$ cat config.mk
export PLATFORM = sky130hd
export DESIGN_NAME = sram_arbiter
export DESIGN_NICKNAME = d
export VERILOG_FILES = /design/src/rtl/sram_arbiter_pkg.sv /design/src/rtl/sram_arbiter_rr_arbiter.sv /design/src/rtl/sram_arbiter.sv
export SDC_FILE = /design/constraint.sdc
export NUM_CORES = 1
export LEC_CHECK = 0
export ABC_CLOCK_PERIOD_IN_PS = 3300
export BUFFER_PORTS_ARGS = -buffer_cell sky130_fd_sc_hd__buf_2
export CORE_AREA = 2 2 71 73
export CTS_BUF_LIST = sky130_fd_sc_hd__clkbuf_8 sky130_fd_sc_hd__clkbuf_16
export CTS_CLUSTER_DIAMETER = 150
export DETAILED_ROUTE_END_ITERATION = 10
export DIE_AREA = 0 0 73 75
export MAX_ROUTING_LAYER = met4
export PLACE_DENSITY = 0.93
export SLEW_MARGIN = 25
export SYNTH_ARGS = -nofsm -noshare
export SYNTH_HDL_FRONTEND = slang
export SYNTH_SLANG_ARGS = --single-unit
export TNS_END_PERCENT = 30
$ cat constraint.sdc
create_clock -name clk -period 3.3 [get_ports clk]
set_clock_uncertainty 0.1 [all_clocks]
set_input_delay 0.66 -clock clk [delete_from_list [all_inputs] [get_ports clk]]
set_output_delay 0.66 -clock clk [all_outputs]
set_load 0.01 [all_outputs]
$ cat src/rtl/sram_arbiter_pkg.sv
`default_nettype none
// ============================================================================
// Module   : sram_arbiter_pkg
// Purpose  : Shared widths, depth and controller state encoding for the
//            SRAM arbiter.
// Revision : 1.0 - initial release
// ============================================================================
package sram_arbiter_pkg;

    localparam int ADDR_W = 9;
    localparam int DATA_W = 8;
    localparam int DEPTH  = 512;

    typedef enum logic [0:0] {
        ST_INIT = 1'b0,
        ST_RUN  = 1'b1
    } state_t;

endpackage
`default_nettype wire

$ cat src/rtl/sram_arbiter_rr_arbiter.sv
`default_nettype none
// ============================================================================
// Module   : rr_arbiter
// Purpose  : Combinational round-robin grant; the search begins at i_start.
// Revision : 1.0 - initial release
// ============================================================================
module rr_arbiter #(
    parameter int NUM_REQ = 2,
    parameter int PTR_W   = 1
) (
    input  logic [NUM_REQ-1:0] i_req,
    input  logic [PTR_W-1:0]   i_start,
    output logic [NUM_REQ-1:0] o_grant,
    output logic [PTR_W-1:0]   o_grant_idx
);

    logic [PTR_W-1:0] w_pos;
    logic             w_found;

    always_comb begin
        o_grant     = '0;
        o_grant_idx = '0;
        w_found     = 1'b0;
        w_pos       = '0;
        for (int k = 0; k < NUM_REQ; k++) begin
            w_pos = PTR_W'((int'(i_start) + k) % NUM_REQ);
            if (!w_found && i_req[w_pos]) begin
                o_grant[w_pos] = 1'b1;
                o_grant_idx    = w_pos;
                w_found        = 1'b1;
            end
        end
    end

endmodule
`default_nettype wire

$ cat src/rtl/sram_arbiter.sv
`default_nettype none
// ============================================================================
// Module   : sram_arbiter
// Purpose  : Round-robin multi-requester front end for a single-port SRAM
//            macro, with optional zero-fill after reset.
// Revision : 1.0 - initial release
// ============================================================================
module sram_arbiter
    import sram_arbiter_pkg::*;
#(
    parameter int NUM_REQ        = 2,
    parameter bit CLEAR_ON_RESET = 1'b1
) (
    input  logic                      clk,
    input  logic                      rst,
    input  logic [NUM_REQ-1:0]        req_valid,
    output logic [NUM_REQ-1:0]        req_ready,
    input  logic [NUM_REQ-1:0]        req_we,
    input  logic [NUM_REQ*ADDR_W-1:0] req_addr,
    input  logic [NUM_REQ*DATA_W-1:0] req_wdata,
    input  logic [NUM_REQ*DATA_W-1:0] req_wmask,
    output logic [NUM_REQ-1:0]        rsp_valid,
    output logic [DATA_W-1:0]         rsp_rdata,
    output logic                      init_done,
    output logic                      sram_cen,
    output logic                      sram_gwen,
    output logic [DATA_W-1:0]         sram_wen,
    output logic [ADDR_W-1:0]         sram_a,
    output logic [DATA_W-1:0]         sram_d,
    input  logic [DATA_W-1:0]         sram_q
);

    localparam int                c_PTR_W = (NUM_REQ > 2) ? 2 : 1;
    localparam logic [c_PTR_W-1:0] c_LAST = c_PTR_W'(NUM_REQ - 1);
    localparam logic [ADDR_W-1:0]  c_FILL_LAST = ADDR_W'(DEPTH - 1);

    state_t               r_state;
    state_t               w_state_nxt;
    logic [ADDR_W-1:0]    r_fill_addr;
    logic [c_PTR_W-1:0]   r_ptr;
    logic [c_PTR_W-1:0]   w_grant_idx;
    logic [c_PTR_W-1:0]   w_ptr_nxt;
    logic [NUM_REQ-1:0]   w_grant;
    logic                 w_run;
    logic                 w_hs;
    logic                 w_sel_we;
    logic [ADDR_W-1:0]    w_sel_addr;
    logic [DATA_W-1:0]    w_sel_wdata;
    logic [DATA_W-1:0]    w_sel_wmask;

    logic                 r_rd_pend1;
    logic                 r_rd_pend2;
    logic [c_PTR_W-1:0]   r_rd_id1;
    logic [c_PTR_W-1:0]   r_rd_id2;
    logic [NUM_REQ-1:0]   r_rsp_valid;
    logic [DATA_W-1:0]    r_rsp_rdata;

    logic                 r_sram_cen;
    logic                 r_sram_gwen;
    logic [DATA_W-1:0]    r_sram_wen;
    logic [ADDR_W-1:0]    r_sram_a;
    logic [DATA_W-1:0]    r_sram_d;

    rr_arbiter #(
        .NUM_REQ (NUM_REQ),
        .PTR_W   (c_PTR_W)
    ) u_rr (
        .i_req       (req_valid),
        .i_start     (r_ptr),
        .o_grant     (w_grant),
        .o_grant_idx (w_grant_idx)
    );

    // Gating with rst keeps ready and init_done low while reset is held,
    // even when the reset state is already RUN.
    assign w_run     = (r_state == ST_RUN) && !rst;
    assign req_ready = w_run ? w_grant : '0;
    assign init_done = w_run;
    assign w_hs      = |req_ready;
    assign w_ptr_nxt = (w_grant_idx == c_LAST) ? '0 : w_grant_idx + 1'b1;

    always_comb begin
        w_sel_we    = 1'b0;
        w_sel_addr  = '0;
        w_sel_wdata = '0;
        w_sel_wmask = '0;
        for (int i = 0; i < NUM_REQ; i++) begin
            if (w_grant[i]) begin
                w_sel_we    = req_we[i];
                w_sel_addr  = req_addr[i*ADDR_W +: ADDR_W];
                w_sel_wdata = req_wdata[i*DATA_W +: DATA_W];
                w_sel_wmask = req_wmask[i*DATA_W +: DATA_W];
            end
        end
    end

    always_comb begin
        w_state_nxt = r_state;
        if (r_state == ST_INIT && r_fill_addr == c_FILL_LAST) begin
            w_state_nxt = ST_RUN;
        end
    end

    always_ff @(posedge clk) begin
        if (rst) begin
            r_state <= CLEAR_ON_RESET ? ST_INIT : ST_RUN;
        end else begin
            r_state <= w_state_nxt;
        end
    end

    always_ff @(posedge clk) begin
        if (rst) begin
            r_fill_addr <= '0;
            r_ptr       <= '0;
            r_sram_cen  <= 1'b1;
            r_sram_gwen <= 1'b1;
            r_sram_wen  <= '1;
            r_sram_a    <= '0;
            r_sram_d    <= '0;
        end else if (r_state == ST_INIT) begin
            r_fill_addr <= r_fill_addr + 1'b1;
            r_sram_cen  <= 1'b0;
            r_sram_gwen <= 1'b0;
            r_sram_wen  <= '0;
            r_sram_a    <= r_fill_addr;
            r_sram_d    <= '0;
        end else if (w_hs) begin
            r_ptr       <= w_ptr_nxt;
            r_sram_cen  <= 1'b0;
            r_sram_gwen <= ~w_sel_we;
            r_sram_wen  <= w_sel_we ? ~w_sel_wmask : '1;
            r_sram_a    <= w_sel_addr;
            r_sram_d    <= w_sel_wdata;
        end else begin
            r_sram_cen  <= 1'b1;
            r_sram_gwen <= 1'b1;
            r_sram_wen  <= '1;
        end
    end

    // Two-stage read tag pipeline: macro captures at E+1, response at E+2.
    always_ff @(posedge clk) begin
        if (rst) begin
            r_rd_pend1  <= 1'b0;
            r_rd_pend2  <= 1'b0;
            r_rd_id1    <= '0;
            r_rd_id2    <= '0;
            r_rsp_valid <= '0;
            r_rsp_rdata <= '0;
        end else begin
            r_rd_pend1  <= w_hs && !w_sel_we;
            r_rd_id1    <= w_grant_idx;
            r_rd_pend2  <= r_rd_pend1;
            r_rd_id2    <= r_rd_id1;
            r_rsp_valid <= r_rd_pend2 ? (NUM_REQ'(1) << r_rd_id2) : '0;
            if (r_rd_pend2) begin
                r_rsp_rdata <= sram_q;
            end
        end
    end

    assign rsp_valid = r_rsp_valid;
    assign rsp_rdata = r_rsp_rdata;
    assign sram_cen  = r_sram_cen;
    assign sram_gwen = r_sram_gwen;
    assign sram_wen  = r_sram_wen;
    assign sram_a    = r_sram_a;
    assign sram_d    = r_sram_d;

endmodule
`default_nettype wire

==> flow_metrics.py, run 1 <==
metrics = {
    "floorplanning": {
        "die_w_um": 73,
        "core_area_mm2": 0.00466,
        "row_count": 25,
        "start_util": 0.483,
        "ios": 104,
        "die_area_mm2": 0.00548,
        "dieHeight_um": 75,
    },
    "routing": {
        "wl_um": 5390,
        "first_pass_iters": 5,
        "first_iter_violations": 187,
        "antenna_left": 0,
        "wire_per_inst_um": 14.3,
        "vias_per_cell": 5.62,
        "drc": 0,
        "vias": 2124,
    },
    "synthesis": {
        "synth_warnings": 0,
        "synth-seq-cells": 52,
        "mappedNetlistArea_mm2": 0.00225,
        "synth_top_area_cell": "dfxtp_1",
        "synth_compound_area_frac": 0.224,
        "synth.distinct_cells": 46,
        "synthAdderAreaFrac": 0.0111,
        "ys.flop_type": "dfxtp_1",
        "synth_simple_gate_area_frac": 0.175,
        "synthDominantCellAreaShare": 0.462,
        "syn_nets": 293,
        "syn_inst": 227,
        "yosys-top-cells-area": "dfxtp_1 (46%), nor2_1 (4.5%), mux2i_1 (4.4%), a32o_1 (3.6%), o221ai_1 (3.1%)",
        "synth.avg_cell_area_um2": 9.92,
        "muxShareOfSynthArea": 0.0444,
        "synth-edff-count": 0,
        "synth_top_family_by_area": "compound AO/OA/AOI/OAI gates",
        "async_flop_share": 0,
        "seq_area_frac_synth": 0.462,
        "synth_xor_area_frac": 0.0156,
    },
    "critical_path": {
        "reg2regPathDepth": 3,
        "cp-start-kind": "input port",
        "crit_arrival_ns": 1.78,
        "regToRegStartpoint": "r_ptr",
        "reg2reg_slack_ns": 1.73,
        "crit_required_ns": 2.54,
        "timing.rr.end": "sram_wen[5]",
        "crit_fanout": 20,
        "crit_type": "input port to primary output",
        "endpoint_kind": "primary output",
    },
    "timing": {
        "tightest_slew_ns": 0.634,
        "fin_crit_ns": 2.54,
        "report.final.hold_viol_count": 0,
        "period_share": 0.768,
        "relSlewSlack": 0.577,
        "fin_setup_tns_ns": 0,
        "setup_viol": 0,
        "max_freq_mhz": 394,
        "report.final.slew_viol_count": 0,
        "rsz0062_at_grt": "no",
    },
    "finish": {
        "num-fill-cells": 408,
        "num_antenna_cells": 0,
        "stdcell_count": 378,
        "synthToLayoutAreaGrowth_pct": 25.5,
        "nNetsFinal": 389,
        "layout_common_cells": "buf_2 (103), dfxtp_1 (52), nor2_1 (27)",
        "final_common_cell": "buf_2",
        "drive_above_1_share": 0.392,
    },
    "cts": {
        "ctsResizeCount": 0,
        "clk_path_buf_depth": 2,
        "cts_tree": "yes",
        "root_buffer": "clkbuf_8",
        "cts_hold_buf": 0,
        "htreeDepth": 2,
        "clk_pin_slew_ns": 0.09,
        "post_cts_buffers": 0,
        "clkLatencyLatePin_ns": 0.30,
        "cts_buffers": 5,
        "clock_sinks": 52,
    },
    "global_route": {
        "use_met1": 0.232,
        "use_met3": 0.0469,
        "grt_use_total": 0.205,
        "grt_pass1_wl_um": 8580,
        "grt_overflow_total": 0,
        "antenna_found_initial": 0,
        "grt_pass1_vias": 1968,
        "met2_usage": 0.361,
        "grt.busiest_layer": "met2",
        "grt_max_degree": 29,
    },
    "worst_hold_path": {
        "min_from": "r_rd_id2",
        "min_path_type": "flip-flop to flip-flop",
        "worstHoldEndpoint": "rsp_valid[0]",
        "holdPathStages": 1,
    },
    "run_status": {
        "status": "finished clean",
    },
    "placement": {
        "place_inst": 370,
        "place_hpwl_um": 3970,
        "io_buffers": 103,
        "gp_congestion": 0.859,
    },
    "job": {
        "cap_violations": 0,
    },
    "power_and_ir_drop": {
        "power.density_mw_per_mm2": 404,
        "p_leak_nw": 1.29,
        "ir_drop_uv": 209,
    },
}
[routing by layer]
layer  wire length [µm]  vias to the layer above  share of wire
met4                 57                        0          0.011
met1               2140                      989           0.40
li1                   -                     1024              -
met5                  0                        -              0
met3                381                        8          0.071
met2               2820                      103           0.52
[power breakdown]
part           total [W]  internal [W]  switching, W  leakage (nW)
clock network   0.000375      0.000155      0.000220        0.0487
registers       0.000649      0.000640    0.00000893         0.424
logic           0.000118     0.0000542     0.0000638         0.821
[cells in the mapped netlist (5+ instances only)]
cell type / instances
dfxtp_1: 52
nor2_1: 27
nand2_1: 12
nor3_1: 11
mux2i_1: 10
a32o_1: 8
o211ai_1: 8
o221ai_1: 8
inv_1: 7
buf_6: 6
nor2b_1: 6
o21ai_1: 6
buf_2: 5
o21a_1: 5
o221a_2: 5
[metrics by stage]
step                instance area (µm²)  setup WS [ns]  utilization  power, W  hold slack, ns
finish                             2830          0.764        0.606   0.00114           0.326
CTS                                2830          0.789        0.606   0.00115           0.328
floorplan                          2250           1.16            -  0.000730           0.288
global route                       2830          0.690        0.606   0.00119           0.337
detailed placement                 2730          0.786        0.586  0.000781           0.315
global placement                   2730          0.818        0.586  0.000778           0.300
[final cells by class]
cell class	instances	area, µm²	share of cell area
multi-input cells	151	1060	0.375
flip-flops and latches	52	1040	0.368
repair buffers	106	538	0.190
clock buffers	5	68.8	0.0243
well taps	54	67.6	0.0239
clock inverters	3	26.3	0.00930
inverters	7	26.3	0.00930
[critical path, cell delays in order]
cell and delay (ns):
buf_2 0.30, a21bo_1 0.58, nor2_1 0.07, buf_2 0.16
[state kept, by name, indices dropped and copies added (netlist names)]
name	flops
rsp_valid	2
sram_gwen	1
rsp_rdata	8
r_fill_addr	9
sram_a	9
sram_d	8
sram_wen	8
r_ptr	1
r_rd_pend1	1
r_state	1
r_rd_id1	1
r_rd_id2	1
sram_cen	1
r_rd_pend2	1
[kinds of logic after synthesis]
group,after synthesis
compound gates,60
buf+inv,24
simple gates,75
xor+xnor,4
flops,52
fa+ha+maj,2
mux,10
[how the worst max path moves through the flow]
stage / startpoint / end / cells after the start
4_1_cts: req_valid[1] / req_ready[0] / 4
5_1_grt: req_valid[1] / req_ready[0] / 4
3_3_place_gp: req_valid[1] / req_ready[0] / 4
6_report: req_valid[1] / req_ready[0] / 4
3_5_place_dp: req_valid[1] / req_ready[0] / 4
2_1_floorplan: req_valid[1] / req_ready[0] / 5
Power figures use the tool's default switching activity.
==> inputs of run 2 (changes only) <==
Settings changed: ABC_CLOCK_PERIOD_IN_PS 3300 to 2600, CORE_AREA 2 2 71 73 to 2 2 73 75, DIE_AREA 0 0 73 75 to 0 0 75 77, PLACE_DENSITY 0.93 to 0.89.
Clock period 3.3 ns to 2.6 ns, I/O delays scaled along.
==> run 2 against run 1 <==
  * Setup slack got worse by 0.31 ns
  * Clock power up 40%
  * Sequential cell count stayed put
  * First-iteration DRC count fell by 39%
  * Final cell count is 4.0% higher
  * Critical path type is now flip-flop to primary output
  * Largest cell class unchanged
==> flow_metrics.py, run 2 (synthesized netlist as in run 1, its figures left out) <==
metrics = {
    "run_status": {
        "status": "finished clean",
    },
    "finish": {
        "final_common_cell": "buf_2",
        "num-fill-cells": 434,
        "num_antenna_cells": 0,
        "synthToLayoutAreaGrowth_pct": 26.9,
        "fin_area_mm2": 0.00286,
        "nNetsFinal": 390,
        "layout_common_cells": "buf_2 (103), dfxtp_1 (52), nor2_1 (27)",
        "drive_above_1_share": 0.390,
    },
    "routing": {
        "first_pass_iters": 4,
        "drc": 0,
        "antenna_left": 0,
        "wire_per_inst_um": 14.3,
        "first_iter_violations": 115,
        "vias": 2099,
        "wl_um": 5620,
        "vias_per_cell": 5.34,
    },
    "power_and_ir_drop": {
        "power.share.clock": 0.350,
        "p_leak_nw": 1.30,
        "pwr-share-comb": 0.101,
        "p_int_w": 0.00116,
        "switchingPower_w": 0.000341,
        "pwr-share-seq": 0.549,
        "power.density_mw_per_mm2": 525,
        "ir_drop_uv": 261,
        "p_sw_frac": 0.228,
    },
    "cts": {
        "cts_hold_buf": 0,
        "clk_pin_slew_ns": 0.08,
        "clk_path_buf_depth": 2,
        "ctsResizeCount": 0,
        "root_buffer": "clkbuf_8",
        "clock_sinks": 52,
        "cts_buffers": 5,
        "cts_tree": "yes",
        "post_cts_buffers": 0,
        "clkLatencyLatePin_ns": 0.31,
        "htreeDepth": 2,
    },
    "critical_path": {
        "crit_fanout": 13,
        "crit_arrival_ns": 1.52,
        "reg2regPathDepth": 6,
        "critPathSlowestCell": "dfxtp_1",
        "crit_required_ns": 1.98,
        "timing.rr.end": "r_fill_addr[8]",
        "crit_type": "flip-flop to primary output",
        "regToRegStartpoint": "r_fill_addr[0]",
        "reg2reg_slack_ns": 0.98,
        "cpPeakStageDelay_ns": 0.42,
        "path_cells": "nand2b_2 -> nand2_1 -> nor2_1 -> buf_2",
        "cp-start-kind": "flip-flop",
        "endpoint_kind": "primary output",
    },
    "timing": {
        "tightest_slew_ns": 0.525,
        "period_share": 0.823,
        "max_freq_mhz": 467,
        "fin_setup_tns_ns": 0,
        "report.final.hold_viol_count": 0,
        "holdWs_ns": 0.318,
        "report.final.slew_viol_count": 0,
        "setup_viol": 0,
        "rsz0062_at_grt": "no",
        "setup_slack_ns": 0.459,
        "relSlewSlack": 0.650,
        "fin_crit_ns": 2.14,
    },
    "global_route": {
        "grt.busiest_layer": "met2",
        "use_met1": 0.252,
        "grt_pass1_vias": 2010,
        "grt_pass1_wl_um": 9080,
        "antenna_found_initial": 0,
        "use_met3": 0.0381,
        "grt_overflow_total": 0,
        "grt_use_total": 0.206,
        "grt_max_degree": 29,
        "met2_usage": 0.339,
    },
    "job": {
        "cap_violations": 0,
    },
    "floorplanning": {
        "start_util": 0.452,
        "ios": 104,
        "core_area_mm2": 0.00498,
        "die_w_um": 75,
        "die_area_mm2": 0.00578,
        "row_count": 26,
        "dieHeight_um": 77,
    },
    "placement": {
        "io_buffers": 103,
        "gp_congestion": 0.851,
        "place_hpwl_um": 4090,
        "pre_cts_ws_ns": 0.547,
        "dpl_cell_area_mm2": 0.00276,
    },
    "worst_hold_path": {
        "min_from": "r_rd_id2",
        "min_path_type": "flip-flop to flip-flop",
        "worstHoldEndpoint": "rsp_valid[0]",
        "holdPathStages": 1,
    },
}
==> run 2: cell count changes in the layout (fill, tap and decap cells not counted) <==
cell       change
buf_4          +1
inv_6          -1
clkinv_4       -2
bufinv_16      +1
==> run 2: power by group through the flow <==
stage	Clock, W	Sequential [W]	Combinational, W
6_report	0.000525	0.000823	0.000152
3_3_place_gp	0	0.000842	0.000147
3_5_place_dp	0	0.000842	0.000151
2_1_floorplan	0	0.000846	0.0000802
5_1_grt	0.000570	0.000826	0.000168
4_1_cts	0.000536	0.000823	0.000152
==> run 2: final cells by class <==
| type | instances | area (µm²) | share of cell area |
|---|---|---|---|
| clock buffers | 5 | 68.8 | 0.0241 |
| clock inverters | 1 | 30.0 | 0.0105 |
| inverters | 7 | 26.3 | 0.00919 |
| multi-input cells | 151 | 1060 | 0.370 |
| flip-flops and latches | 52 | 1040 | 0.364 |
| well taps | 70 | 87.6 | 0.0306 |
| repair buffers | 107 | 546 | 0.191 |
==> run 2: worst max-delay path: cells and delay by family (launching register included) <==
family | cells | cell delay [ns]
buffers and inverters | 1 | 0.14
DFF | 1 | 0.42
and+or+nand+nor | 3 | 0.68
==> run 2: worst max path at each step <==
stage               slack, ns         start  cells after the start           end
floorplan                0.74  req_valid[1]                      5  req_ready[0]
global placement         0.59  req_valid[0]                      5  req_ready[1]
detailed placement       0.55  req_valid[0]                      5  req_ready[1]
CTS                      0.45         r_ptr                      4  req_ready[1]
global route             0.33         r_ptr                      4  req_ready[1]
finish                   0.46         r_ptr                      4  req_ready[1]
==> run 2: routing by layer <==
metal	vias up	wire, µm
met4	0	76
met3	8	382
met2	82	2860
met1	988	2300
li1	1021	-
met5	-	0
==> run 2: per-stage QoR <==
stage / power (W) / util / std cells
detailed placement: 0.000993 / 0.554 / 387
finish: 0.00150 / 0.574 / 393
CTS: 0.00151 / 0.574 / 393
floorplan: 0.000926 / - / 227
global route: 0.00156 / 0.574 / 393
global placement: 0.000989 / 0.554 / 387
==> inputs of run 3 (changes only) <==
Settings changed: ABC_CLOCK_PERIOD_IN_PS 2600 to 2000.
Clock period 2.6 ns to 2 ns, I/O delays scaled along.
==> run 3 against run 2 <==
  * Final cell count up 1.5%
  * Critical endpoint is now req_ready[0]
  * Register-to-register slack worse by 0.55 ns
  * Non-clock buffer count up 4
  * Largest cell class unchanged
  * Combinational power up 33%
  * Clock power up 18%
  * Wire length up 1.6%
  * Core utilization up 0.45 points
  * Largest power group unchanged
  * First-iteration DRC count up 11%
==> flow_metrics.py, run 3 (synthesized netlist as in run 1, its figures left out) <==
metrics = {
    "critical_path": {
        "startpoint": "r_ptr",
        "critPathSlowestCell": "dfxtp_1",
        "regToRegStartpoint": "r_fill_addr[0]",
        "cp.depth": 3,
        "crit_path_end": "req_ready[0]",
        "cp_top_family": "flip-flops",
        "cpPeakStageDelay_ns": 0.42,
        "reg2reg_slack_ns": 0.43,
        "critical_path_buf_inv_count": 1,
        "crit_type": "flip-flop to primary output",
        "cp-start-kind": "flip-flop",
        "endpoint_kind": "primary output",
        "timing.rr.end": "r_fill_addr[8]",
        "path_cells": "a21bo_1 -> nor2_1 -> buf_2",
        "crit_arrival_ns": 1.28,
        "crit_fanout": 7,
        "crit_required_ns": 1.50,
        "reg2regPathDepth": 6,
    },
    "placement": {
        "pre_cts_ws_ns": 0.251,
        "gp_congestion": 0.908,
        "io_buffers": 103,
        "place_hpwl_um": 4230,
    },
    "cts": {
        "cts_hold_buf": 0,
        "cts_tree": "yes",
        "clock_sinks": 52,
        "clk_pin_slew_ns": 0.10,
        "clkLatencyLatePin_ns": 0.31,
        "clk_path_buf_depth": 2,
        "ctsResizeCount": 0,
        "htreeDepth": 2,
        "post_cts_buffers": 0,
        "root_buffer": "clkbuf_8",
        "cts_buffers": 5,
    },
    "timing": {
        "report.final.hold_viol_count": 0,
        "tightest_slew_ns": 0.511,
        "max_freq_mhz": 563,
        "fin_setup_tns_ns": 0,
        "setup_slack_ns": 0.222,
        "period_share": 0.889,
        "report.final.slew_viol_count": 0,
        "fin_crit_ns": 1.78,
        "setup_viol": 0,
        "relSlewSlack": 0.659,
        "rsz0062_at_grt": "no",
    },
    "routing": {
        "antenna_left": 0,
        "drc": 0,
        "vias": 2134,
        "first_iter_violations": 128,
        "wl_um": 5710,
        "wire_per_inst_um": 14.3,
        "vias_per_cell": 5.35,
        "first_pass_iters": 4,
    },
    "finish": {
        "drive_above_1_share": 0.401,
        "layout_common_cells": "buf_2 (103), dfxtp_1 (52), nor2_1 (27)",
        "synthToLayoutAreaGrowth_pct": 27.9,
        "num_antenna_cells": 0,
        "nNetsFinal": 394,
        "final_common_cell": "buf_2",
    },
    "floorplanning": {
        "die_area_mm2": 0.00578,
        "start_util": 0.452,
        "row_count": 26,
        "ios": 104,
        "dieHeight_um": 77,
        "die_w_um": 75,
        "core_area_mm2": 0.00498,
    },
    "power_and_ir_drop": {
        "pwr-share-seq": 0.567,
        "p_leak_nw": 1.32,
        "p_sw_frac": 0.258,
        "power.share.clock": 0.326,
        "p_int_w": 0.00140,
        "power.density_mw_per_mm2": 656,
        "ir_drop_uv": 319,
        "pwr-share-comb": 0.107,
        "switchingPower_w": 0.000487,
    },
    "global_route": {
        "grt_pass1_vias": 1998,
        "grt_pass1_wl_um": 9110,
        "grt_overflow_total": 0,
        "grt_max_degree": 29,
        "grt_use_total": 0.207,
        "antenna_found_initial": 0,
    },
    "worst_hold_path": {
        "min_path_type": "input port to flip-flop",
    },
    "run_status": {
        "status": "finished clean",
    },
    "job": {
        "cap_violations": 0,
    },
}
-- run 3: worst reg2reg max path: stages (launching register included) --
cell and delay (ns):
dfxtp_1 0.46, ha_1 0.26, nand3_1 0.12, nor2_1 0.12
ha_1 0.23, mux2i_1 0.13, nor2_1 0.05
-- run 3: worst min path at each step --
stage	start	end	slack, ns	cells after the start
2_1_floorplan	r_rd_id2	rsp_valid[0]	0.29	1
3_3_place_gp	r_rd_id2	rsp_valid[0]	0.29	1
3_5_place_dp	r_rd_id2	rsp_valid[0]	0.30	1
4_1_cts	req_wdata[15]	sram_d[7]	0.19	2
5_1_grt	req_wdata[11]	sram_d[3]	0.19	2
6_report	req_wdata[15]	sram_d[7]	0.19	2
-- run 3: layout make-up --
| cell class | count | area [µm²] |
|---|---|---|
| tap | 70 | 87.6 |
| inverter | 7 | 26.3 |
| timing repair buffer | 111 | 576 |
| sequential | 52 | 1040 |
| fill | 466 | 2100 |
| clock buffer | 5 | 68.8 |
| multi-input combinational | 151 | 1060 |
| clock inverter | 3 | 22.5 |
-- run 3: through the flow --
step / cell area [µm²] / utilization / cells / hold WS (ns) / power [W]
global route: 2880 / 0.579 / 399 / 0.190 / 0.00197
global placement: 2790 / 0.560 / 391 / 0.295 / 0.00129
floorplan: 2250 / - / 227 / 0.288 / 0.00120
detailed placement: 2790 / 0.560 / 391 / 0.301 / 0.00130
CTS: 2880 / 0.579 / 399 / 0.192 / 0.00191
finish: 2880 / 0.579 / 399 / 0.195 / 0.00189
-- run 3: power groups by stage --
stage	sequential (W)	combinational (W)	clock, W
floorplan	0.00110	0.000104	0
global placement	0.00109	0.000196	0
detailed placement	0.00110	0.000201	0
CTS	0.00107	0.000202	0.000632
global route	0.00107	0.000223	0.000673
finish	0.00107	0.000202	0.000617
-- run 3: per-layer routing --
metal  track usage  up-vias  wire length [µm]
met5             -        -                 0
met4        0.0464        0                80
met3        0.0512        8               390
met2         0.349       77              2910
met1         0.244     1017              2340
li1              -     1032                 -
